File: config.mk
export PLATFORM = sky130hd
export DESIGN_NAME = reg_file_param
export DESIGN_NICKNAME = d
export VERILOG_FILES = /design/src/rtl/reg_file_param_pkg.sv /design/src/rtl/reg_scrub_ctrl.sv /design/src/rtl/reg_file_param.sv
export SDC_FILE = /design/constraint.sdc
export NUM_CORES = 1
export LEC_CHECK = 0
export CAP_MARGIN = 15
export CORE_AREA = 8 8 98 100
export DETAILED_ROUTE_END_ITERATION = 7
export DIE_AREA = 0 0 106 108
export PLACE_DENSITY = 0.82
export SLEW_MARGIN = 10
export SYNTH_ARGS = -nofsm -noshare
export SYNTH_HDL_FRONTEND = slang
export SYNTH_SLANG_ARGS = --single-unit
File: constraint.sdc
create_clock -name CLK -period 2.75 [get_ports CLK]
set_clock_uncertainty 0.1 [all_clocks]
set_input_delay 0.275 -clock CLK [delete_from_list [all_inputs] [get_ports CLK]]
set_output_delay 0.275 -clock CLK [all_outputs]
set_load 0.01 [all_outputs]
File: src/rtl/reg_file_param_pkg.sv
// Shared CPU constants for the parameterised register file.
// Holds the parameter defaults and the scrub FSM state encodings.
package reg_file_param_pkg;

  // Parameter defaults used by reg_file_param and reg_scrub_ctrl
  localparam int WIDTH_DEFAULT    = 8;
  localparam int ADDR_W_DEFAULT   = 3;
  localparam int ZERO_REG_DEFAULT = 0;
  localparam int BYPASS_DEFAULT   = 1;

  // Scrub FSM state encodings
  localparam logic [0:0] ST_IDLE  = 1'b0;
  localparam logic [0:0] ST_SCRUB = 1'b1;

endpackage : reg_file_param_pkg

File: src/rtl/reg_scrub_ctrl.sv
// Scrub controller: walks a pointer over every register address once,
// one address per cycle, after CLEAR is seen in IDLE.
module reg_scrub_ctrl
  import reg_file_param_pkg::*;
#(
  parameter int ADDR_W = ADDR_W_DEFAULT
) (
  input  logic              CLK,
  input  logic              RESET,
  input  logic              CLEAR,
  output logic              BUSY,
  output logic [ADDR_W-1:0] ptr
);

  localparam logic [ADDR_W-1:0] LAST_ADDR = {ADDR_W{1'b1}};

  logic [0:0] state;

  // State and pointer update; the pointer parks on the last address at scrub end
  // NOTE: sequential state uses non-blocking (<=) so every flop samples pre-edge values.
  always_ff @(posedge CLK) begin
    if (!RESET) begin
      state <= ST_IDLE;
      ptr   <= '0;
    end else begin
      case (state)
        ST_IDLE: begin
          if (CLEAR) begin
            state <= ST_SCRUB;
            ptr   <= '0;
          end
        end
        ST_SCRUB: begin
          if (ptr == LAST_ADDR) begin
            state <= ST_IDLE;
          end else begin
            ptr <= ptr + ADDR_W'(1);
          end
        end
        default: state <= ST_IDLE;
      endcase
    end
  end

  assign BUSY = (state == ST_SCRUB);

endmodule : reg_scrub_ctrl

File: src/rtl/reg_file_param.sv
// Parameterised two-read, one-write register file with per-register valid
// bits, optional hardwired-zero register 0, optional write-to-read forwarding
// and a background scrub that clears every register over DEPTH cycles.
module reg_file_param
  import reg_file_param_pkg::*;
#(
  parameter int WIDTH    = WIDTH_DEFAULT,
  parameter int ADDR_W   = ADDR_W_DEFAULT,
  parameter int ZERO_REG = ZERO_REG_DEFAULT,
  parameter int BYPASS   = BYPASS_DEFAULT
) (
  input  logic              CLK,
  input  logic              RESET,
  input  logic [WIDTH-1:0]  IN,
  input  logic [ADDR_W-1:0] INADDRESS,
  input  logic              WRITE,
  input  logic [ADDR_W-1:0] OUT1ADDRESS,
  input  logic [ADDR_W-1:0] OUT2ADDRESS,
  output logic [WIDTH-1:0]  OUT1,
  output logic [WIDTH-1:0]  OUT2,
  output logic              VALID1,
  output logic              VALID2,
  input  logic              CLEAR,
  output logic              BUSY,
  output logic              DROPPED
);

  localparam int DEPTH = 2 ** ADDR_W;

  logic [WIDTH-1:0]  regs [DEPTH];
  logic [DEPTH-1:0]  valid_q;
  logic [ADDR_W-1:0] scrub_ptr;
  logic              zero_hit;
  logic              wr_acc;
  logic              wr_drop;

  reg_scrub_ctrl #(
    .ADDR_W (ADDR_W)
  ) u_scrub (
    .CLK   (CLK),
    .RESET (RESET),
    .CLEAR (CLEAR),
    .BUSY  (BUSY),
    .ptr   (scrub_ptr)
  );

  // Writes to a hardwired-zero register 0 vanish silently: neither stored nor reported
  assign zero_hit = (ZERO_REG != 0) && (INADDRESS == '0);
  assign wr_acc   = RESET && WRITE && !BUSY && !zero_hit;
  assign wr_drop  = RESET && WRITE &&  BUSY && !zero_hit;

  // Storage and valid bits: scrub clears one entry per cycle, otherwise accept writes
  // NOTE: this storage is flop-based and must read as zero after reset, so every entry is reset; a RAM macro would not be.
  always_ff @(posedge CLK) begin
    if (!RESET) begin
      for (int i = 0; i < DEPTH; i++) begin
        regs[i] <= '0;
      end
      valid_q <= '0;
    end else if (BUSY) begin
      regs[scrub_ptr]    <= '0;
      valid_q[scrub_ptr] <= 1'b0;
    end else if (wr_acc) begin
      regs[INADDRESS]    <= IN;
      valid_q[INADDRESS] <= 1'b1;
    end
  end

  // One-cycle pulse reporting a write rejected because a scrub was running
  always_ff @(posedge CLK) begin
    if (!RESET) begin
      DROPPED <= 1'b0;
    end else begin
      DROPPED <= wr_drop;
    end
  end

  // Read port 1: stored value, overridden by forwarding, then by the zero register
  // NOTE: every output gets a default first so no path through the block can infer a latch.
  always_comb begin
    OUT1   = regs[OUT1ADDRESS];
    VALID1 = valid_q[OUT1ADDRESS];
    if ((BYPASS != 0) && wr_acc && (INADDRESS == OUT1ADDRESS)) begin
      OUT1   = IN;
      VALID1 = 1'b1;
    end
    if ((ZERO_REG != 0) && (OUT1ADDRESS == '0)) begin
      OUT1   = '0;
      VALID1 = 1'b1;
    end
  end

  // Read port 2: same priority as port 1
  always_comb begin
    OUT2   = regs[OUT2ADDRESS];
    VALID2 = valid_q[OUT2ADDRESS];
    if ((BYPASS != 0) && wr_acc && (INADDRESS == OUT2ADDRESS)) begin
      OUT2   = IN;
      VALID2 = 1'b1;
    end
    if ((ZERO_REG != 0) && (OUT2ADDRESS == '0)) begin
      OUT2   = '0;
      VALID2 = 1'b1;
    end
  end

endmodule : reg_file_param

==> flow_summary.html <==
<table>
<tr><th>Metric</th><th>Value</th></tr>
<tr><th colspan="2">Power and ir drop</th></tr>
<tr><td>Clock power frac</td><td>0.358</td></tr>
<tr><td>Net switching share of the total power</td><td>0.244</td></tr>
<tr><td>Design internal power</td><td>around 2.2 mW</td></tr>
<tr><td>Power Density</td><td>520 nW/um^2</td></tr>
<tr><td>Combinational share of power</td><td>0.178</td></tr>
<tr><td>Sequential group share of total power</td><td>0.463</td></tr>
<tr><td>Pleak</td><td>roughly 2.1 nW</td></tr>
<tr><td>NetSw</td><td>0.703 mW</td></tr>
<tr><td>Worst-case vdd ir drop</td><td>between 200 and 300 uV</td></tr>
<tr><th colspan="2">Floorplanning</th></tr>
<tr><td>Initial Utilization</td><td>0.561</td></tr>
<tr><td>Die Span Y</td><td>between 100 and 150 microns</td></tr>
<tr><td>Die footprint</td><td>between 10,000 and 15,000 sq um</td></tr>
<tr><td>Core area</td><td>~8100 sq um</td></tr>
<tr><td>Count of boundary I/O pins</td><td>a little over 40</td></tr>
<tr><td>Die width</td><td>roughly 110 microns</td></tr>
<tr><td>Standard-cell row count</td><td>33</td></tr>
<tr><th colspan="2">Detailed routing</th></tr>
<tr><td>Avg Vias per Cell</td><td>approximately 6.7</td></tr>
<tr><td>DR DRC count</td><td>0</td></tr>
<tr><td>Per-cell routed wire length</td><td>~25 microns</td></tr>
<tr><td>Iteration-0 DRC count of the detailed router</td><td>approximately 260</td></tr>
<tr><td>Overall via count from detail_route</td><td>approximately 3,400</td></tr>
<tr><td>Detailed-router iteration count before antenna repair</td><td>6</td></tr>
<tr><td>Final routed wirelength across all metal layers</td><td>12,400 microns</td></tr>
<tr><td>Post-route ant nets</td><td>0</td></tr>
<tr><th colspan="2">Outcome</th></tr>
<tr><td>Outcome</td><td>completed</td></tr>
<tr><th colspan="2">Layout</th></tr>
<tr><td>Number of fillers in the final layout</td><td>approximately 520</td></tr>
<tr><td>Sequential cell area in the final layout</td><td>2180 sq um</td></tr>
<tr><td>Area of all placed cells without fillers</td><td>approximately 5600 sq um</td></tr>
<tr><td>Multi-input gate area in the final layout</td><td>between 2000 and 2500 sq um</td></tr>
<tr><td>Diode insertion count for antenna repair</td><td>0</td></tr>
<tr><td>Leading cell types in the layout, fill and taps excluded</td><td>sky130_fd_sc_hd__nor3_1 (64), sky130_fd_sc_hd__edfxtp_1 (64), sky130_fd_sc_hd__mux2_2 (33), sky130_fd_sc_hd__buf_4 (33), sky130_fd_sc_hd__clkdlybuf4s50_1 (31)</td></tr>
<tr><td>Area growth, synth to finish</td><td>23.0%</td></tr>
<tr><td>Total Nets Final</td><td>~420</td></tr>
<tr><td>Share of layout cells above drive strength 1</td><td>0.285</td></tr>
<tr><th colspan="2">Global route</th></tr>
<tr><td>Largest net degree at the start of global routing</td><td>25</td></tr>
<tr><td>Global routing usage summed across all routing layers</td><td>0.217</td></tr>
<tr><td>Wire length of the first global-routing pass</td><td>around 19,000 microns</td></tr>
<tr><td>Global route total overflow</td><td>0</td></tr>
<tr><td>Vias in the first global route</td><td>approximately 3,400</td></tr>
<tr><td>Antenna violations before repair</td><td>0</td></tr>
<tr><th colspan="2">Setup path</th></tr>
<tr><td>Delay-heaviest family, CP</td><td>buffers and inverters</td></tr>
<tr><td>Worst path bufs/invs</td><td>3</td></tr>
<tr><td>WS Path Type</td><td>in2out</td></tr>
<tr><td>Data arrival at the endpoint of the critical path</td><td>roughly 2.4 ns</td></tr>
<tr><td>Reg-to-Reg Start</td><td>u_scrub.BUSY</td></tr>
<tr><td>Depth of the worst register-to-register path</td><td>5</td></tr>
<tr><td>Critical path capture point type</td><td>output pin</td></tr>
<tr><td>Slack of the worst reg-to-reg path</td><td>about 0.60 ns</td></tr>
<tr><td>Cell breakdown of the critical path</td><td>clkdlybuf4s50_1 &gt; xnor2_2 &gt; nand4_1 &gt; buf_4 &gt; mux2_2 &gt; clkdlybuf4s50_1</td></tr>
<tr><td>Maximum net fanout on the critical path</td><td>8</td></tr>
<tr><td>Largest stage delay, worst path</td><td>approximately 0.6 ns</td></tr>
<tr><td>CP max stage cell</td><td>sky130_fd_sc_hd__clkdlybuf4s50_1</td></tr>
<tr><td>Cell mode on critical path</td><td>sky130_fd_sc_hd__clkdlybuf4s50_1</td></tr>
<tr><td>RR Endpoint</td><td>regs[2][0]</td></tr>
<tr><td>Critical Path RT</td><td>~2.4 ns</td></tr>
<tr><td>Kind of start point of the critical path</td><td>input pin</td></tr>
<tr><th colspan="2">Min path</th></tr>
<tr><td>Hold Crit Depth</td><td>2</td></tr>
<tr><td>Worst min-delay path category</td><td>reg2reg</td></tr>
<tr><td>Worst Min Path Start</td><td>valid_q[1]</td></tr>
<tr><td>Worst hold path endpoint</td><td>valid_q[1]</td></tr>
<tr><th colspan="2">Synthesis</th></tr>
<tr><td>Cells taking the most area after synthesis</td><td>sky130_fd_sc_hd__edfxtp_1 (43%), sky130_fd_sc_hd__mux4_1 (13%), sky130_fd_sc_hd__mux2_2 (8.2%)</td></tr>
<tr><td>Synthesized net count</td><td>~350</td></tr>
<tr><td>Avg Inst Size Synth</td><td>approximately 14 sq um</td></tr>
<tr><td>Post-synthesis instance area</td><td>approximately 4500 sq um</td></tr>
<tr><td>Share of synthesized area occupied by flip-flops and latches</td><td>0.483</td></tr>
<tr><td>Gate count after technology mapping</td><td>between 300 and 400</td></tr>
<tr><td>Syn. warnings</td><td>0</td></tr>
<tr><td>Number of distinct library cells after synthesis</td><td>37</td></tr>
<tr><td>Top cell type by total area after synthesis</td><td>sky130_fd_sc_hd__edfxtp_1</td></tr>
<tr><td>Area share of the largest cell type after synthesis</td><td>0.426</td></tr>
<tr><td>Flops &amp; latches, synth</td><td>77</td></tr>
<tr><th colspan="2">Place</th></tr>
<tr><td>Pre-CTS setup slack</td><td>-0.231 ns</td></tr>
<tr><td>Total of buffers placed on input and output ports</td><td>40</td></tr>
<tr><td>DPL Wire Length</td><td>slightly above 8000 microns</td></tr>
<tr><td>Gp weighted congestion</td><td>~0.84</td></tr>
<tr><td>Post-placement cell area</td><td>5220 sq um</td></tr>
<tr><th colspan="2">Clocking</th></tr>
<tr><td>Count of clock tree sinks</td><td>77</td></tr>
<tr><td>Depth of the CTS H-tree</td><td>3</td></tr>
<tr><td>Cell at the root of the clock tree</td><td>sky130_fd_sc_hd__clkbuf_8</td></tr>
<tr><td>Cts bufs inserted</td><td>9</td></tr>
<tr><td>Clock-pin slew of the registers on the worst-case setup and hold paths</td><td>around 0.080 ns</td></tr>
<tr><td>CTS tree</td><td>yes</td></tr>
<tr><td>Clk Latency, worst-skew pair</td><td>approximately 0.35 ns</td></tr>
<tr><td>Clock Path Buffers</td><td>2</td></tr>
<tr><td># hold bufs at CTS</td><td>0</td></tr>
<tr><th colspan="2">Timing</th></tr>
<tr><td>Max-slew violation count</td><td>0</td></tr>
<tr><td>Finish-stage setup viols</td><td>0</td></tr>
<tr><td>Post-route fraction of the period consumed by the critical path</td><td>0.994</td></tr>
<tr><td>Final Critical Period</td><td>between 2 and 3 ns</td></tr>
<tr><td>Maximum clock frequency</td><td>366 MHz</td></tr>
<tr><td>Transition time at the pin with the least slew margin</td><td>0.703 ns</td></tr>
<tr><td>Final Hold Viols</td><td>0</td></tr>
<tr><td>Worst slew slack as a fraction of its limit</td><td>0.525</td></tr>
<tr><td>Least setup slack across all paths after layout</td><td>roughly 0.015 ns</td></tr>
<tr><td>Worst slack on hold paths</td><td>slightly above 0.4 ns</td></tr>
<tr><th colspan="2">Job</th></tr>
<tr><td>Number of max-cap violations</td><td>0</td></tr>
</table>
-- what timing repair did --
| action | 4_1_cts | 5_1_grt |
|---|---|---|
| buffers inserted | 0 | 0 |
| pin swaps | 0 | 0 |
| resized for setup | 6 | 11 |
| cloned | 2 | 0 |
| endpoints found under the setup margin | 17 | 12 |
-- worst max path at each step --
stage / startpoint / endpoint / slack, ns / depth (start not counted)
after global placement: OUT1ADDRESS[0] / OUT1[2] / -0.22 / 6
after CTS: OUT1ADDRESS[2] / OUT1[6] / 0.0002 / 6
after detailed placement: OUT2ADDRESS[0] / OUT2[2] / -0.23 / 6
after global routing: OUT2ADDRESS[0] / OUT2[1] / -0.0004 / 6
final: OUT1ADDRESS[2] / OUT1[6] / 0.02 / 6
after floorplan: u_scrub.BUSY / regs[3][0] / 0.34 / 5
-- worst register-to-register path, cell delays in order (launching register included) --
cell                      delay [ns]
sky130_fd_sc_hd__dfxtp_1        0.32
sky130_fd_sc_hd__and3b_2        0.28
sky130_fd_sc_hd__buf_4          0.19
sky130_fd_sc_hd__mux2_2         0.44
sky130_fd_sc_hd__o21ai_0        0.30
sky130_fd_sc_hd__buf_4          0.24
-- kinds of logic after synthesis --
| kind of cell | count (synthesis) | synth area share |
|---|---|---|
| XOR/XNOR | 6 | 0.0116 |
| AO/OA/AOI/OAI | 29 | 0.0396 |
| adder cells (fa/ha/maj) | 2 | 0.00554 |
| multiplexers | 74 | 0.294 |
| AND/OR/NAND/NOR | 113 | 0.127 |
| flip-flops | 77 | 0.483 |
| buffers and inverters | 29 | 0.0391 |
-- cell type report --
| type | instances | share of cell area |
|---|---|---|
| sequential | 77 | 0.393 |
| multi-input combinational | 224 | 0.391 |
| tap | 105 | 0.0237 |
| clock inverter | 7 | 0.0203 |
| timing repair buffer | 80 | 0.150 |
| clock buffer | 9 | 0.0223 |
-- synthesized netlist by cell type --
library cell,instances
sky130_fd_sc_hd__nand2_1,16
sky130_fd_sc_hd__a31oi_1,2
sky130_fd_sc_hd__nand4_1,2
sky130_fd_sc_hd__nor3b_1,1
sky130_fd_sc_hd__dfxtp_1,13
sky130_fd_sc_hd__nor3_1,64
sky130_fd_sc_hd__clkbuf_1,13
sky130_fd_sc_hd__a21oi_1,1
sky130_fd_sc_hd__nor2_1,8
sky130_fd_sc_hd__a21boi_0,6
sky130_fd_sc_hd__nor2b_1,5
sky130_fd_sc_hd__xnor2_1,6
sky130_fd_sc_hd__nand2b_1,7
sky130_fd_sc_hd__ha_1,2
sky130_fd_sc_hd__o21a_1,1
sky130_fd_sc_hd__a41oi_1,1
sky130_fd_sc_hd__mux2_4,2
sky130_fd_sc_hd__mux4_1,22
sky130_fd_sc_hd__buf_1,1
sky130_fd_sc_hd__mux4_2,14
sky130_fd_sc_hd__o21ai_0,14
sky130_fd_sc_hd__nand3_1,4
sky130_fd_sc_hd__o21ai_1,1
sky130_fd_sc_hd__mux2_2,33
sky130_fd_sc_hd__edfxtp_1,64
sky130_fd_sc_hd__and3_1,2
sky130_fd_sc_hd__and3b_1,1
sky130_fd_sc_hd__a21bo_2,1
sky130_fd_sc_hd__nand3b_1,1
sky130_fd_sc_hd__or4b_2,1
sky130_fd_sc_hd__buf_6,3
sky130_fd_sc_hd__a22oi_1,1
sky130_fd_sc_hd__buf_12,2
sky130_fd_sc_hd__o31ai_1,1
sky130_fd_sc_hd__buf_2,10
sky130_fd_sc_hd__nor4bb_1,1
sky130_fd_sc_hd__mux2i_1,3
-- registers in the layout (all words and copies together) (netlist names) --
register      count
u_scrub.BUSY      1
regs             64
DROPPED           1
u_scrub.ptr       3
valid_q           8
-- routing by layer --
metal	vias to the layer above	track usage	part of all wire
met5	-	0	0
met4	0	0.107	0.038
met2	213	0.385	0.52
li1	1456	-	-
met1	1651	0.246	0.36
met3	47	0.0458	0.088
-- power by group through the flow --
| stage | clock, mW | combinational (mW) | sequential (mW) |
|---|---|---|---|
| floorplan | 0 | 0.289 | 1.35 |
| detailed placement | 0 | 0.495 | 1.36 |
| global route | 1.07 | 0.540 | 1.34 |
| finish | 1.03 | 0.515 | 1.34 |
| CTS | 1.03 | 0.512 | 1.33 |
| global placement | 0 | 0.480 | 1.35 |
-- per-stage QoR --
step	power (mW)	instances	TNS (ns)	util
5_1_grt	2.95	502	-0.000362	0.690
4_1_cts	2.87	502	0	0.686
6_report	2.88	502	0	0.690
3_5_place_dp	1.85	484	-3.28	0.648
3_3_place_gp	1.83	484	-2.84	0.648
2_1_floorplan	1.64	330	0	-
(Power assumes the default switching activity.)
